`src/rtl/stage3_flit_arbiter.sv`:
```
// Stage-3 output unit: buffers system and normal flits in two FIFOs and merges
// them onto one valid/ready channel. System traffic has priority; a bounded
// starvation counter forces a normal grant after STARVE_LIMIT system grants.

package types;
  // Flit payload carried through the router pipeline
  typedef struct packed {
    logic [7:0]  dest;
    logic [23:0] payload;
  } flit_t;
endpackage

module stage3_flit_arbiter #(
  parameter int unsigned SYS_DEPTH    = 4,
  parameter int unsigned NORM_DEPTH   = 4,
  parameter int unsigned STARVE_LIMIT = 8
) (
  input  logic                            nocclk,
  input  logic                            rst_n,
  input  logic                            in_sys_flit_valid,
  input  types::flit_t                    in_sys_flit,
  output logic                            out_sys_ready,
  input  logic                            in_normal_flit_valid,
  input  types::flit_t                    in_normal_flit,
  output logic                            out_normal_ready,
  output logic                            out_flit_valid,
  output types::flit_t                    out_flit,
  input  logic                            in_flit_ready,
  output logic [$clog2(SYS_DEPTH+1)-1:0]  out_sys_count,
  output logic [$clog2(NORM_DEPTH+1)-1:0] out_normal_count,
  output logic                            out_starve_event
);

  localparam int unsigned SCW   = $clog2(SYS_DEPTH + 1);
  localparam int unsigned NCW   = $clog2(NORM_DEPTH + 1);
  localparam int unsigned SPW   = $clog2(SYS_DEPTH);
  localparam int unsigned NPW   = $clog2(NORM_DEPTH);
  localparam logic [7:0]  LIMIT = 8'(STARVE_LIMIT);

  typedef enum logic {
    GNT_SYS  = 1'b0,
    GNT_NORM = 1'b1
  } grant_e;

  // Storage (no reset: contents are don't-care until written)
  types::flit_t sys_mem  [SYS_DEPTH];
  types::flit_t norm_mem [NORM_DEPTH];

  // Registered state
  logic [SPW-1:0] sys_wr_q, sys_rd_q, sys_wr_d, sys_rd_d;
  logic [NPW-1:0] norm_wr_q, norm_rd_q, norm_wr_d, norm_rd_d;
  logic [SCW-1:0] sys_cnt_q, sys_cnt_d;
  logic [NCW-1:0] norm_cnt_q, norm_cnt_d;
  logic           sys_rdy_q, sys_rdy_d;
  logic           norm_rdy_q, norm_rdy_d;
  grant_e         grant_q, grant_d;
  logic           lock_q, lock_d;
  logic [7:0]     starve_q, starve_d;
  logic           event_q, event_d;

  // Combinational decode
  grant_e sel_c;
  logic   vld_c;
  logic   sys_nempty_c, norm_nempty_c;
  logic   sys_push_c, norm_push_c;
  logic   pop_c, sys_pop_c, norm_pop_c;

  assign sys_nempty_c  = (sys_cnt_q != '0);
  assign norm_nempty_c = (norm_cnt_q != '0);
  assign sys_push_c    = in_sys_flit_valid & sys_rdy_q;
  assign norm_push_c   = in_normal_flit_valid & norm_rdy_q;

  // Grant selection from registered state only; a lock freezes the choice
  always_comb begin
    sel_c = GNT_SYS;
    vld_c = 1'b0;
    if (lock_q) begin
      sel_c = grant_q;
      vld_c = 1'b1;
    end else if ((starve_q == LIMIT) && norm_nempty_c) begin
      sel_c = GNT_NORM;
      vld_c = 1'b1;
    end else if (sys_nempty_c) begin
      sel_c = GNT_SYS;
      vld_c = 1'b1;
    end else if (norm_nempty_c) begin
      sel_c = GNT_NORM;
      vld_c = 1'b1;
    end
  end

  assign pop_c      = vld_c & in_flit_ready;
  assign sys_pop_c  = pop_c & (sel_c == GNT_SYS);
  assign norm_pop_c = pop_c & (sel_c == GNT_NORM);

  // Output mux: head of the granted FIFO, zero when nothing is presented
  always_comb begin
    out_flit = '0;
    if (vld_c) begin
      out_flit = (sel_c == GNT_NORM) ? norm_mem[norm_rd_q] : sys_mem[sys_rd_q];
    end
  end

  assign out_flit_valid   = vld_c;
  assign out_sys_ready    = sys_rdy_q;
  assign out_normal_ready = norm_rdy_q;
  assign out_sys_count    = sys_cnt_q;
  assign out_normal_count = norm_cnt_q;
  assign out_starve_event = event_q;

  // Next-state for pointers, counts, ready, grant/lock and starvation tracking
  always_comb begin
    sys_wr_d   = sys_wr_q;
    sys_rd_d   = sys_rd_q;
    norm_wr_d  = norm_wr_q;
    norm_rd_d  = norm_rd_q;
    sys_cnt_d  = sys_cnt_q;
    norm_cnt_d = norm_cnt_q;
    grant_d    = grant_q;
    lock_d     = lock_q;
    starve_d   = starve_q;
    event_d    = 1'b0;

    if (sys_push_c) sys_wr_d = sys_wr_q + SPW'(1);
    if (sys_pop_c)  sys_rd_d = sys_rd_q + SPW'(1);
    if (norm_push_c) norm_wr_d = norm_wr_q + NPW'(1);
    if (norm_pop_c)  norm_rd_d = norm_rd_q + NPW'(1);

    if (sys_push_c && !sys_pop_c)      sys_cnt_d = sys_cnt_q + SCW'(1);
    else if (sys_pop_c && !sys_push_c) sys_cnt_d = sys_cnt_q - SCW'(1);
    if (norm_push_c && !norm_pop_c)      norm_cnt_d = norm_cnt_q + NCW'(1);
    else if (norm_pop_c && !norm_push_c) norm_cnt_d = norm_cnt_q - NCW'(1);

    sys_rdy_d  = (sys_cnt_d < SCW'(SYS_DEPTH));
    norm_rdy_d = (norm_cnt_d < NCW'(NORM_DEPTH));

    // Lock holds a presented flit stable until downstream takes it
    if (pop_c) begin
      lock_d = 1'b0;
    end else if (vld_c && !in_flit_ready) begin
      lock_d = 1'b1;
    end
    if (vld_c) grant_d = sel_c;

    // Starvation counter: reset by normal service or an idle normal queue
    if (norm_pop_c) begin
      starve_d = '0;
    end else if (!norm_nempty_c && !norm_push_c) begin
      starve_d = '0;
    end else if (sys_pop_c && norm_nempty_c && (starve_q < LIMIT)) begin
      starve_d = starve_q + 8'd1;
    end

    event_d = norm_pop_c && (starve_q == LIMIT);
  end

  // Control/state registers with asynchronous reset
  always_ff @(posedge nocclk or negedge rst_n) begin
    if (!rst_n) begin
      sys_wr_q   <= '0;
      sys_rd_q   <= '0;
      norm_wr_q  <= '0;
      norm_rd_q  <= '0;
      sys_cnt_q  <= '0;
      norm_cnt_q <= '0;
      sys_rdy_q  <= 1'b1;
      norm_rdy_q <= 1'b1;
      grant_q    <= GNT_SYS;
      lock_q     <= 1'b0;
      starve_q   <= '0;
      event_q    <= 1'b0;
    end else begin
      sys_wr_q   <= sys_wr_d;
      sys_rd_q   <= sys_rd_d;
      norm_wr_q  <= norm_wr_d;
      norm_rd_q  <= norm_rd_d;
      sys_cnt_q  <= sys_cnt_d;
      norm_cnt_q <= norm_cnt_d;
      sys_rdy_q  <= sys_rdy_d;
      norm_rdy_q <= norm_rdy_d;
      grant_q    <= grant_d;
      lock_q     <= lock_d;
      starve_q   <= starve_d;
      event_q    <= event_d;
    end
  end

  // FIFO storage writes
  always_ff @(posedge nocclk) begin
    if (sys_push_c)  sys_mem[sys_wr_q]   <= in_sys_flit;
    if (norm_push_c) norm_mem[norm_wr_q] <= in_normal_flit;
  end

endmodule

```
`config.mk`:
```
export PLATFORM = sky130hd
export DESIGN_NAME = stage3_flit_arbiter
export DESIGN_NICKNAME = d
export VERILOG_FILES = /design/src/rtl/stage3_flit_arbiter.sv
export SDC_FILE = /design/constraint.sdc
export NUM_CORES = 1
export LEC_CHECK = 0
export CELL_PAD_IN_SITES_DETAIL_PLACEMENT = 0
export CELL_PAD_IN_SITES_GLOBAL_PLACEMENT = 2
export CORE_ASPECT_RATIO = 2
export CORE_UTILIZATION = 46
export CTS_CLUSTER_SIZE = 24
export DETAILED_ROUTE_END_ITERATION = 10
export PLACE_DENSITY_LB_ADDON = 0.12
export RECOVER_POWER = 50
export SKIP_CTS_REPAIR_TIMING = 1
export SYNTH_ARGS = -nofsm -noshare
export SYNTH_HDL_FRONTEND = slang
export SYNTH_SLANG_ARGS = --single-unit
```
`constraint.sdc`:
```
create_clock -name nocclk -period 4.5 [get_ports nocclk]
set_clock_uncertainty 0.15 [all_clocks]
set_input_delay 0.675 -clock nocclk [delete_from_list [all_inputs] [get_ports nocclk]]
set_output_delay 0.675 -clock nocclk [all_outputs]
set_load 0.02 [all_outputs]
```
==> impl_metrics.prom, run 1 <==
# TYPE chip_impl_metric gauge
chip_impl_metric{name="portBuffers",unit=""} 110
chip_impl_metric{name="critPathRequiredTime",unit="ns"} 3.67
chip_impl_metric{name="crit_path_max_fanout",unit=""} 36
chip_impl_metric{name="wire_per_inst",unit="µm"} 23.7
chip_impl_metric{name="grt.met1_usage",unit="%"} 23.6
chip_impl_metric{name="slew_headroom",unit="%"} -40.2
chip_impl_metric{name="synth-edff-count",unit=""} 256
chip_impl_metric{name="syn_inst",unit=""} 617
chip_impl_metric{name="grt_pass1_vias",unit=""} 6391
chip_impl_info{name="netlist_top_cells_area",value="sky130_fd_sc_hd__edfxtp_1 68%, sky130_fd_sc_hd__mux4_2 13%, sky130_fd_sc_hd__dfrtp_1 5.5%"} 1
chip_impl_metric{name="vias",unit=""} 6056
chip_impl_info{name="critical_path.endpoint_type",value="primary output"} 1
chip_impl_metric{name="mean_instance_size_in_the_synthesized_netlist",unit="µm²"} 18.4
chip_impl_info{name="synthMostInstantiatedCell",value="sky130_fd_sc_hd__edfxtp_1"} 1
chip_impl_metric{name="power.ir.vdd_worst",unit="mV"} 0.574
chip_impl_metric{name="leakagePower",unit="nW"} 4.68
chip_impl_metric{name="nets",unit=""} 828
chip_impl_info{name="worst_path_max_delay_cell",value="sky130_fd_sc_hd__clkdlybuf4s50_1"} 1
chip_impl_metric{name="grt_util_all_layers",unit="%"} 20.3
chip_impl_metric{name="count_of_inserted_antenna_diode_cells",unit=""} 0
chip_impl_metric{name="cts.htree.levels",unit=""} 1
chip_impl_info{name="crit-reg2reg-launch",value="out_sys_count[0]"} 1
chip_impl_metric{name="drive_above_1_share",unit="%"} 17.7
chip_impl_metric{name="cp.buffers_inverters",unit=""} 3
chip_impl_metric{name="timing.final.max_slew_violations",unit=""} 94
chip_impl_metric{name="utilization",unit="%"} 56.7
chip_impl_metric{name="timing.critical_path.arrival",unit="ns"} 3.27
chip_impl_metric{name="syn-num-nets",unit=""} 706
chip_impl_info{name="unrepaired_setup_endpoints_after_global_routing",value="false"} 1
chip_impl_metric{name="cts-buffers-inserted",unit=""} 26
chip_impl_metric{name="postSynthRegisterBits",unit=""} 283
chip_impl_info{name="synth_common_cells",value="256 x sky130_fd_sc_hd__edfxtp_1, 64 x sky130_fd_sc_hd__mux4_2, 40 x sky130_fd_sc_hd__a21oi_1"} 1
chip_impl_info{name="synthFlopType",value="sky130_fd_sc_hd__edfxtp_1"} 1
chip_impl_info{name="synth_area_leader_cell",value="sky130_fd_sc_hd__edfxtp_1"} 1
chip_impl_metric{name="synth_warnings",unit=""} 0
chip_impl_metric{name="grt_use_met3",unit="%"} 2.88
chip_impl_info{name="min_from",value="grant_q"} 1
chip_impl_metric{name="detailedRoute.firstPassIterationCount",unit=""} 6
chip_impl_info{name="setup.worst_path.class",value="reg2out"} 1
chip_impl_metric{name="clk_pin_slew_worst_paths",unit="ns"} 0.07
chip_impl_metric{name="maxCapViolations",unit=""} 3
chip_impl_metric{name="ys_seq_area_share",unit="%"} 73.5
chip_impl_info{name="crit_start",value="out_sys_count[0]"} 1
chip_impl_metric{name="core_outline_area",unit="µm²"} 24300
chip_impl_metric{name="r2r.worst_path.cells",unit=""} 11
chip_impl_metric{name="final-instance-count-excl-fill",unit=""} 1049
chip_impl_metric{name="met2_usage",unit="%"} 38.4
chip_impl_metric{name="grt_start_max_net_pins",unit=""} 38
chip_impl_metric{name="drt_first_iter_violations",unit=""} 377
chip_impl_metric{name="maxClockFrequency",unit="MHz"} 244
chip_impl_metric{name="antenna_found_initial",unit=""} 0
chip_impl_metric{name="insertion_delay",unit="ns"} 0.53
chip_impl_metric{name="reg2reg_setup_slack",unit="ns"} 1.51
chip_impl_metric{name="synthDistinctLibCells",unit=""} 43
chip_impl_info{name="worst_setup_path_start_kind",value="flop"} 1
chip_impl_metric{name="dp_cells",unit=""} 1001
chip_impl_metric{name="timing.setup.tns",unit="ns"} 0
chip_impl_metric{name="chipHeight",unit="µm"} 224
chip_impl_info{name="cells_traversed_along_the_worst_timing_path",value="inv_1, ha_1, nor2b_1, a211o_1, buf_4, nand3_1, a21oi_1, clkdlybuf4s50_1"} 1
chip_impl_metric{name="routed_via_density",unit=""} 5.77
chip_impl_metric{name="ant_nets",unit=""} 0
chip_impl_metric{name="remaining_drc_errors",unit=""} 0
chip_impl_info{name="gr-max-usage-layer",value="met2"} 1
chip_impl_metric{name="finalWorstPathRequiredPeriod",unit="ns"} 4.10
chip_impl_metric{name="ctsLongestPathBuffers",unit=""} 3
chip_impl_metric{name="initial_util",unit="%"} 46.8
chip_impl_metric{name="hold_path_depth",unit=""} 1
chip_impl_info{name="min_delay_worst_endpoint",value="grant_q"} 1
chip_impl_info{name="timing.critical_path.max_delay_family",value="buffers and inverters"} 1
chip_impl_metric{name="worst_slew_pin_slew",unit="ns"} 2.10
chip_impl_metric{name="worst_hold_slack",unit="ns"} 0.342
chip_impl_metric{name="pwr_density_cell",unit="nW/µm²"} 706
chip_impl_metric{name="placement_rows",unit=""} 81
chip_impl_metric{name="cpPeakStageDelay",unit="ns"} 0.67
chip_impl_metric{name="ioPinCount",unit=""} 111
chip_impl_metric{name="layout_worst_path_cycle_share",unit="%"} 91.1
chip_impl_metric{name="floorplan.die.width",unit="µm"} 113
chip_impl_metric{name="area_growth",unit="%"} 21.3
chip_impl_metric{name="half_perimeter_wire_length_after_detailed_placement",unit="mm"} 16.4
chip_impl_metric{name="finalWirelength",unit="mm"} 24.9
chip_impl_metric{name="grt_first_pass_wirelength",unit="mm"} 37.6
chip_impl_info{name="clock_tree_from_tritoncts",value="done"} 1
chip_impl_info{name="clockRootBuffer",value="sky130_fd_sc_hd__clkbuf_16"} 1
chip_impl_info{name="holdCritPathClass",value="reg2reg"} 1
chip_impl_metric{name="die_ar",unit="µm²"} 25400
chip_impl_metric{name="synth_area",unit="µm²"} 11400
chip_impl_metric{name="overflow",unit=""} 0
chip_impl_metric{name="setup-violations-final",unit=""} 0
chip_impl_metric{name="gp_congestion",unit=""} 0.806
chip_impl_info{name="violated_checks",value="capacitance limit, slew limit"} 1
chip_impl_metric{name="timing.final.hold_violations",unit=""} 0
chip_impl_metric{name="cts.sinks",unit=""} 283
chip_impl_info{name="outcome",value="complete, but fails checks"} 1
chip_impl_metric{name="asyncSetResetFlopFracSynth",unit="%"} 9.54
chip_impl_metric{name="synth_largest_type_area_fraction",unit="%"} 67.6
-- power breakdown --
group	internal (mW)	switching [mW]
Clock	1.44	0.946
Sequential	3.41	0.159
Combinational	1.63	2.16
Total	6.48	3.27
-- cell usage in the layout (no fill, tap or decap), types with 15 or more instances in the layout --
cell type / Yosys / routed
sky130_fd_sc_hd__clkdlybuf4s50_1: 0 / 43
sky130_fd_sc_hd__clkbuf_16: 0 / 27
sky130_fd_sc_hd__buf_4: 0 / 15
sky130_fd_sc_hd__dfrtp_1: 25 / 23
sky130_fd_sc_hd__mux4_2: 64 / 64
sky130_fd_sc_hd__ha_1: 20 / 20
sky130_fd_sc_hd__inv_1: 19 / 19
sky130_fd_sc_hd__nand3_1: 35 / 35
sky130_fd_sc_hd__edfxtp_1: 256 / 256
sky130_fd_sc_hd__dlygate4sd3_1: 0 / 67
sky130_fd_sc_hd__o21ai_0: 34 / 33
sky130_fd_sc_hd__a21oi_1: 40 / 40
-- how the worst max path moves through the flow --
stage,end,cells past startpoint
finish,out_flit[7],8
global route,out_flit[8],8
CTS,out_flit[8],8
detailed placement,out_flit[8],8
global placement,out_flit[8],8
floorplan,out_flit[22],7
-- layer usage --
metal,routed length (µm),up-vias
li1,-,2722
met1,9060,3117
met2,14200,183
met3,1130,34
met4,466,0
met5,0,-
-- sequential cells by signal, summed over array words and instances (netlist names), 2 cells and up, named ones only --
register	flops
out_sys_count	2
sys_mem	128
sys_rd_q	2
norm_wr_q	2
sys_wr_q	2
out_normal_count	2
starve_q	8
norm_mem	128
norm_rd_q	2
-- per-stage QoR --
step / power (mW) / area [µm²] / setup WS, ns
after floorplan: 5.89 / 11400 / 1.57
after global placement: 7.44 / 12900 / 0.993
after detailed placement: 7.49 / 12900 / 1.01
after CTS: 9.90 / 13800 / 0.411
after global routing: 10.2 / 13800 / 0.243
final: 9.75 / 13800 / 0.402
-- cells by family (layout without fill, tap and decap cells) --
group,count (synthesis),count (layout),synth area share [%]
AOI/OAI and AO/OA,99,99,4.74
adders and majority gates,20,20,2.20
xor gates and xnor gates,8,8,0.616
DFF,283,283,73.5
buffers and inverters,54,196,1.87
muxes,65,65,12.8
and+or+nand+nor,88,88,4.29
-- layout make-up --
| cell class | count | area [µm²] |
|---|---|---|
| timing repair buffer | 129 | 1240 |
| tap | 290 | 363 |
| multi-input combinational | 280 | 2810 |
| fill | 1911 | 10500 |
| clock buffer | 32 | 724 |
| inverter | 19 | 71.3 |
| clock inverter | 16 | 218 |
| sequential | 283 | 8370 |
Note: power is estimated with default switching activity, not from simulation.
==> run 2: changes to the inputs <==
- CORE_UTILIZATION: 46 -> 39
- clock period: 4.5 -> 3.3 ns (I/O delays scaled with it)
==> impl_metrics.prom, run 2 (synthesis gave the netlist of run 1 again) <==
# TYPE chip_impl_metric gauge
chip_impl_metric{name="overflow",unit=""} 0
chip_impl_metric{name="layout_worst_path_cycle_share",unit="%"} 95.7
chip_impl_metric{name="wire_per_inst",unit="µm"} 23.0
chip_impl_metric{name="nets",unit=""} 836
chip_impl_metric{name="cts-buffers-inserted",unit=""} 26
chip_impl_metric{name="critPathRequiredTime",unit="ns"} 2.65
chip_impl_metric{name="maxClockFrequency",unit="MHz"} 317
chip_impl_metric{name="ioPinCount",unit=""} 111
chip_impl_metric{name="timing.critical_path.arrival",unit="ns"} 2.51
chip_impl_metric{name="finalWorstPathRequiredPeriod",unit="ns"} 3.16
chip_impl_info{name="critical_path.endpoint_type",value="primary output"} 1
chip_impl_metric{name="drive_above_1_share",unit="%"} 21.0
chip_impl_metric{name="setup-violations-final",unit=""} 0
chip_impl_metric{name="detailed_place.area",unit="µm²"} 13100
chip_impl_metric{name="grt_first_pass_wirelength",unit="mm"} 38.7
chip_impl_metric{name="remaining_drc_errors",unit=""} 0
chip_impl_metric{name="area_growth",unit="%"} 23.0
chip_impl_metric{name="floorplan.die.width",unit="µm"} 123
chip_impl_metric{name="ant_nets",unit=""} 0
chip_impl_info{name="clockRootBuffer",value="sky130_fd_sc_hd__clkbuf_16"} 1
chip_impl_metric{name="cts.sinks",unit=""} 283
chip_impl_metric{name="maxCapViolations",unit=""} 0
chip_impl_metric{name="placement_rows",unit=""} 88
chip_impl_metric{name="timing.final.hold_violations",unit=""} 0
chip_impl_metric{name="leakagePower",unit="nW"} 4.90
chip_impl_metric{name="grt_util_all_layers",unit="%"} 18.0
chip_impl_metric{name="grt_start_max_net_pins",unit=""} 38
chip_impl_info{name="setup.worst_path.class",value="reg2out"} 1
chip_impl_metric{name="pwr_density_cell",unit="nW/µm²"} 938
chip_impl_metric{name="finalWirelength",unit="mm"} 25.9
chip_impl_metric{name="slew_headroom",unit="%"} 34.9
chip_impl_metric{name="routed_via_density",unit=""} 5.34
chip_impl_metric{name="utilization",unit="%"} 48.7
chip_impl_info{name="layout_top_registers",value="norm_mem: 128 flops, sys_mem: 128 flops, starve_q: 8 flops"} 1
chip_impl_metric{name="cts.htree.levels",unit=""} 1
chip_impl_info{name="worst_setup_path_start_kind",value="flop"} 1
chip_impl_info{name="outcome",value="finished clean"} 1
chip_impl_metric{name="initial_util",unit="%"} 39.6
chip_impl_metric{name="power.ir.vdd_worst",unit="mV"} 0.620
chip_impl_metric{name="timing.final.max_slew_violations",unit=""} 0
chip_impl_metric{name="vias",unit=""} 6015
chip_impl_info{name="layout.cells.most_common_list",value="256 x sky130_fd_sc_hd__edfxtp_1, 65 x sky130_fd_sc_hd__dlygate4sd3_1, 64 x sky130_fd_sc_hd__mux4_2"} 1
chip_impl_metric{name="detailedRoute.firstPassIterationCount",unit=""} 4
chip_impl_metric{name="postLayoutCellArea",unit="µm²"} 14000
chip_impl_metric{name="antenna_found_initial",unit=""} 0
chip_impl_info{name="clock_tree_from_tritoncts",value="done"} 1
chip_impl_info{name="holdCritPathClass",value="reg2reg"} 1
chip_impl_metric{name="count_of_inserted_antenna_diode_cells",unit=""} 0
chip_impl_metric{name="clk_pin_slew_worst_paths",unit="ns"} 0.07
chip_impl_metric{name="die_ar",unit="µm²"} 29900
chip_impl_metric{name="core_outline_area",unit="µm²"} 28700
chip_impl_info{name="layout_commonest_cell",value="sky130_fd_sc_hd__edfxtp_1"} 1
chip_impl_metric{name="drt_first_iter_violations",unit=""} 326
chip_impl_metric{name="portBuffers",unit=""} 110
chip_impl_metric{name="ctsLongestPathBuffers",unit=""} 3
chip_impl_metric{name="grt_pass1_vias",unit=""} 6287
chip_impl_metric{name="chipHeight",unit="µm"} 244
chip_impl_metric{name="half_perimeter_wire_length_after_detailed_placement",unit="mm"} 17.1
chip_impl_metric{name="num-fill-cells",unit=""} 2394
chip_impl_metric{name="crit_path_max_fanout",unit=""} 33
chip_impl_metric{name="gp_congestion",unit=""} 0.807
chip_impl_metric{name="worst_slew_pin_slew",unit="ns"} 0.977
chip_impl_metric{name="insertion_delay",unit="ns"} 0.53
-- run 2: cell count changes in the layout (fill, tap and decap cells not counted), sizes merged --
cell,previous run,this run
dlymetal6s2s,0,18
clkinv,9,12
bufinv,5,3
clkdlybuf4s50,43,12
buf,16,24
clkbuf,35,47
clkinvlp,0,2
dlygate4sd3,67,65
-- run 2: critical path: stages (launching register included) --
cell	delay, ns
sky130_fd_sc_hd__dfrtp_1	0.39
sky130_fd_sc_hd__inv_1	0.07
sky130_fd_sc_hd__ha_1	0.21
sky130_fd_sc_hd__and3b_1	0.24
sky130_fd_sc_hd__a211oi_2	0.28
sky130_fd_sc_hd__buf_12	0.21
sky130_fd_sc_hd__o21ai_0	0.10
sky130_fd_sc_hd__a21oi_1	0.19
sky130_fd_sc_hd__dlymetal6s2s_1	0.27
-- run 2: stage by stage --
step                setup TNS, ns  power (mW)  setup slack [ns]  std cells  hold WS (ns)
floorplan                       0        8.04             0.550        617        0.0494
global placement                0        10.4             0.227       1077         0.331
detailed placement              0        10.5             0.205       1077         0.326
CTS                        -10.00        13.5            -0.402       1125         0.341
global route              -0.0267        13.8           -0.0267       1127         0.359
finish                          0        13.1             0.142       1127         0.346
-- run 2: routing by layer --
metal  global-route usage, %  share of wire (%)  vias up
li1                        -                  -     2733
met1                    21.0                 37     3070
met2                    33.1                 56      176
met3                    2.60                4.2       36
met4                    5.85                2.4        0
met5                       0                  0        -
-- run 2: area by class of cell --
class	count	area (µm²)	share of cell area (%)
clock buffers	29	683	4.88
clock inverters	19	179	1.28
inverters	19	71.3	0.510
multi-input cells	280	2850	20.3
flip-flops and latches	283	8370	59.8
well taps	360	450	3.22
repair buffers	137	1390	9.96
-- run 2: power by group --
group / internal, mW / switching (mW) / total [mW]
Clock: 1.73 / 1.29 / 3.02
Combinational: 2.20 / 3.04 / 5.23
Sequential: 4.64 / 0.234 / 4.88
Total: 8.57 / 4.56 / 13.1
-- run 2: final timing paths --
check | startpoint | end | slack [ns] | cells past startpoint
min | grant_q | grant_q | 0.35 | 1
max reg2reg | starve_q[0] | flop | 0.45 | 11
min reg2reg | grant_q | grant_q | 0.35 | 1
min in group asynchronous | rst_n | asynchronous set/reset pin | 0.41 | 1
max in group asynchronous | rst_n | out_sys_ready | 1.67 | 2
max | starve_q[0] | out_flit[12] | 0.14 | 8
==> run 3: changes to the inputs <==
- CAP_MARGIN: default -> 30
==> impl_metrics.prom, run 3 (synthesis gave the netlist of run 1 again) <==
# TYPE chip_impl_metric gauge
chip_impl_metric{name="portBuffers",unit=""} 110
chip_impl_metric{name="layout_worst_path_cycle_share",unit="%"} 96.6
chip_impl_metric{name="ctsLongestPathBuffers",unit=""} 3
chip_impl_metric{name="detailedRoute.firstPassIterationCount",unit=""} 4
chip_impl_info{name="critical_path.endpoint_type",value="primary output"} 1
chip_impl_metric{name="vias",unit=""} 5932
chip_impl_metric{name="insertion_delay",unit="ns"} 0.53
chip_impl_info{name="timing.critical_path.max_delay_family",value="compound AO/OA/AOI/OAI gates"} 1
chip_impl_metric{name="gp_congestion",unit=""} 0.807
chip_impl_info{name="gr-max-usage-layer",value="met2"} 1
chip_impl_metric{name="grt_start_max_net_pins",unit=""} 38
chip_impl_metric{name="crit_path_max_fanout",unit=""} 33
chip_impl_metric{name="r2r.worst_path.cells",unit=""} 11
chip_impl_metric{name="leakagePower",unit="nW"} 4.89
chip_impl_metric{name="half_perimeter_wire_length_after_detailed_placement",unit="mm"} 17.0
chip_impl_info{name="clockRootBuffer",value="sky130_fd_sc_hd__clkbuf_16"} 1
chip_impl_metric{name="setup-violations-final",unit=""} 0
chip_impl_info{name="holdCritPathClass",value="in2async"} 1
chip_impl_metric{name="timing.final.hold_violations",unit=""} 0
chip_impl_info{name="worst_setup_path_start_kind",value="flop"} 1
chip_impl_info{name="crit_start",value="starve_q[0]"} 1
chip_impl_metric{name="core_outline_area",unit="µm²"} 28700
chip_impl_metric{name="remaining_drc_errors",unit=""} 0
chip_impl_metric{name="finalWirelength",unit="mm"} 25.6
chip_impl_metric{name="power.ir.vdd_worst",unit="mV"} 0.647
chip_impl_metric{name="timing.final.max_slew_violations",unit=""} 0
chip_impl_metric{name="initial_util",unit="%"} 39.6
chip_impl_metric{name="cts.htree.levels",unit=""} 1
chip_impl_metric{name="reg2reg_setup_slack",unit="ns"} 0.48
chip_impl_info{name="unrepaired_setup_endpoints_after_global_routing",value="false"} 1
chip_impl_info{name="crit-reg2reg-launch",value="starve_q[0]"} 1
chip_impl_info{name="layout_top_registers",value="norm_mem: 128 flops, sys_mem: 128 flops, starve_q: 8 flops"} 1
chip_impl_metric{name="drt_first_iter_violations",unit=""} 317
chip_impl_metric{name="chipHeight",unit="µm"} 244
chip_impl_info{name="worst_path_max_delay_cell",value="sky130_fd_sc_hd__dfrtp_1"} 1
chip_impl_metric{name="cp.buffers_inverters",unit=""} 3
chip_impl_info{name="layout.cells.most_common_list",value="256 x sky130_fd_sc_hd__edfxtp_1, 65 x sky130_fd_sc_hd__dlygate4sd3_1, 64 x sky130_fd_sc_hd__mux4_2"} 1
chip_impl_info{name="setup.worst_path.class",value="reg2out"} 1
chip_impl_metric{name="overflow",unit=""} 0
chip_impl_metric{name="grt_use_met3",unit="%"} 2.93
chip_impl_metric{name="cts-buffers-inserted",unit=""} 27
chip_impl_metric{name="pwr_density_cell",unit="nW/µm²"} 943
chip_impl_metric{name="cts.sinks",unit=""} 283
chip_impl_metric{name="clk_pin_slew_worst_paths",unit="ns"} 0.06
chip_impl_metric{name="placement_rows",unit=""} 88
chip_impl_metric{name="routed_via_density",unit=""} 5.27
chip_impl_metric{name="maxCapViolations",unit=""} 0
chip_impl_metric{name="maxClockFrequency",unit="MHz"} 314
chip_impl_metric{name="floorplan.die.width",unit="µm"} 123
chip_impl_metric{name="slew_headroom",unit="%"} 30.2
chip_impl_metric{name="die_ar",unit="µm²"} 29900
chip_impl_metric{name="final-instance-count-excl-fill",unit=""} 1126
chip_impl_metric{name="post-layout-total-power",unit="mW"} 13.2
chip_impl_metric{name="grt_first_pass_wirelength",unit="mm"} 38.6
chip_impl_metric{name="ioPinCount",unit=""} 111
chip_impl_metric{name="critPathRequiredTime",unit="ns"} 2.65
chip_impl_info{name="layout_commonest_cell",value="sky130_fd_sc_hd__edfxtp_1"} 1
chip_impl_metric{name="grt.met1_usage",unit="%"} 20.6
chip_impl_metric{name="timing.critical_path.arrival",unit="ns"} 2.54
chip_impl_metric{name="dp_cells",unit=""} 1078
chip_impl_metric{name="critical_path_cell_count",unit=""} 8
chip_impl_metric{name="area_growth",unit="%"} 23.1
chip_impl_metric{name="grt_util_all_layers",unit="%"} 17.9
chip_impl_metric{name="worst_slew_pin_slew",unit="ns"} 1.05
chip_impl_metric{name="drive_above_1_share",unit="%"} 20.9
chip_impl_info{name="clock_tree_from_tritoncts",value="done"} 1
chip_impl_metric{name="cpPeakStageDelay",unit="ns"} 0.38
chip_impl_metric{name="antenna_found_initial",unit=""} 0
chip_impl_metric{name="timing.setup.tns",unit="ns"} 0
chip_impl_metric{name="ant_nets",unit=""} 0
chip_impl_metric{name="met2_usage",unit="%"} 32.5
chip_impl_info{name="outcome",value="finished clean"} 1
chip_impl_metric{name="wire_per_inst",unit="µm"} 22.7
chip_impl_metric{name="finalWorstPathRequiredPeriod",unit="ns"} 3.19
chip_impl_metric{name="utilization",unit="%"} 48.7
chip_impl_metric{name="nets",unit=""} 836
chip_impl_info{name="cells_traversed_along_the_worst_timing_path",value="inv_1, ha_1, and3b_1, a211oi_2, buf_12, o21ai_0, a21oi_1, dlymetal6s2s_1"} 1
chip_impl_metric{name="grt_pass1_vias",unit=""} 6359
## run 3: power by group
group	leakage (nW)	total [mW]	switching, mW	internal [mW]
registers	2.67	4.88	0.236	4.64
clock network	0.432	3.14	1.27	1.88
logic	1.78	5.18	3.01	2.17
## run 3: path summary, 6_finish.rpt
path / to
min in group nocclk: grant_q
min reg2reg: grant_q
min: asynchronous set/reset pin
max reg2reg: flop
max: out_flit[31]
max in group asynchronous: out_sys_ready
## run 3: layout make-up
class	count	area, µm²
inverters	19	71.3
clock inverters	19	223
fillers	2389	14700
flip-flops and latches	283	8370
well taps	360	450
clock buffers	28	679
multi-input cells	280	2850
repair buffers	136	1360
diodes	1	2.50
## run 3: metal layers
metal	part of all wire (%)	vias up
li1	-	2734
met1	37	3012
met2	56	151
met3	4.6	35
met4	3.3	0
met5	0	-
## run 3: metrics by stage
stage / hold WS [ns] / setup slack (ns) / instance area (µm²)
2_1_floorplan: 0.0494 / 0.550 / 11400
3_3_place_gp: 0.331 / 0.227 / 13100
3_5_place_dp: 0.328 / 0.220 / 13100
4_1_cts: 0.0158 / -0.381 / 14000
5_1_grt: 0.0373 / 0.00148 / 14000
6_report: 0.0529 / 0.111 / 14000
## run 3: worst register-to-register path: stages, from the launching register on
cell,delay [ns]
sky130_fd_sc_hd__dfrtp_1,0.38
sky130_fd_sc_hd__inv_1,0.07
sky130_fd_sc_hd__ha_1,0.20
sky130_fd_sc_hd__and3b_1,0.24
sky130_fd_sc_hd__a211o_1,0.35
sky130_fd_sc_hd__buf_12,0.18
sky130_fd_sc_hd__and3_1,0.24
sky130_fd_sc_hd__ha_1,0.40
sky130_fd_sc_hd__nand2b_1,0.13
sky130_fd_sc_hd__mux2i_1,0.06
sky130_fd_sc_hd__a32oi_1,0.19
sky130_fd_sc_hd__o21ai_0,0.10
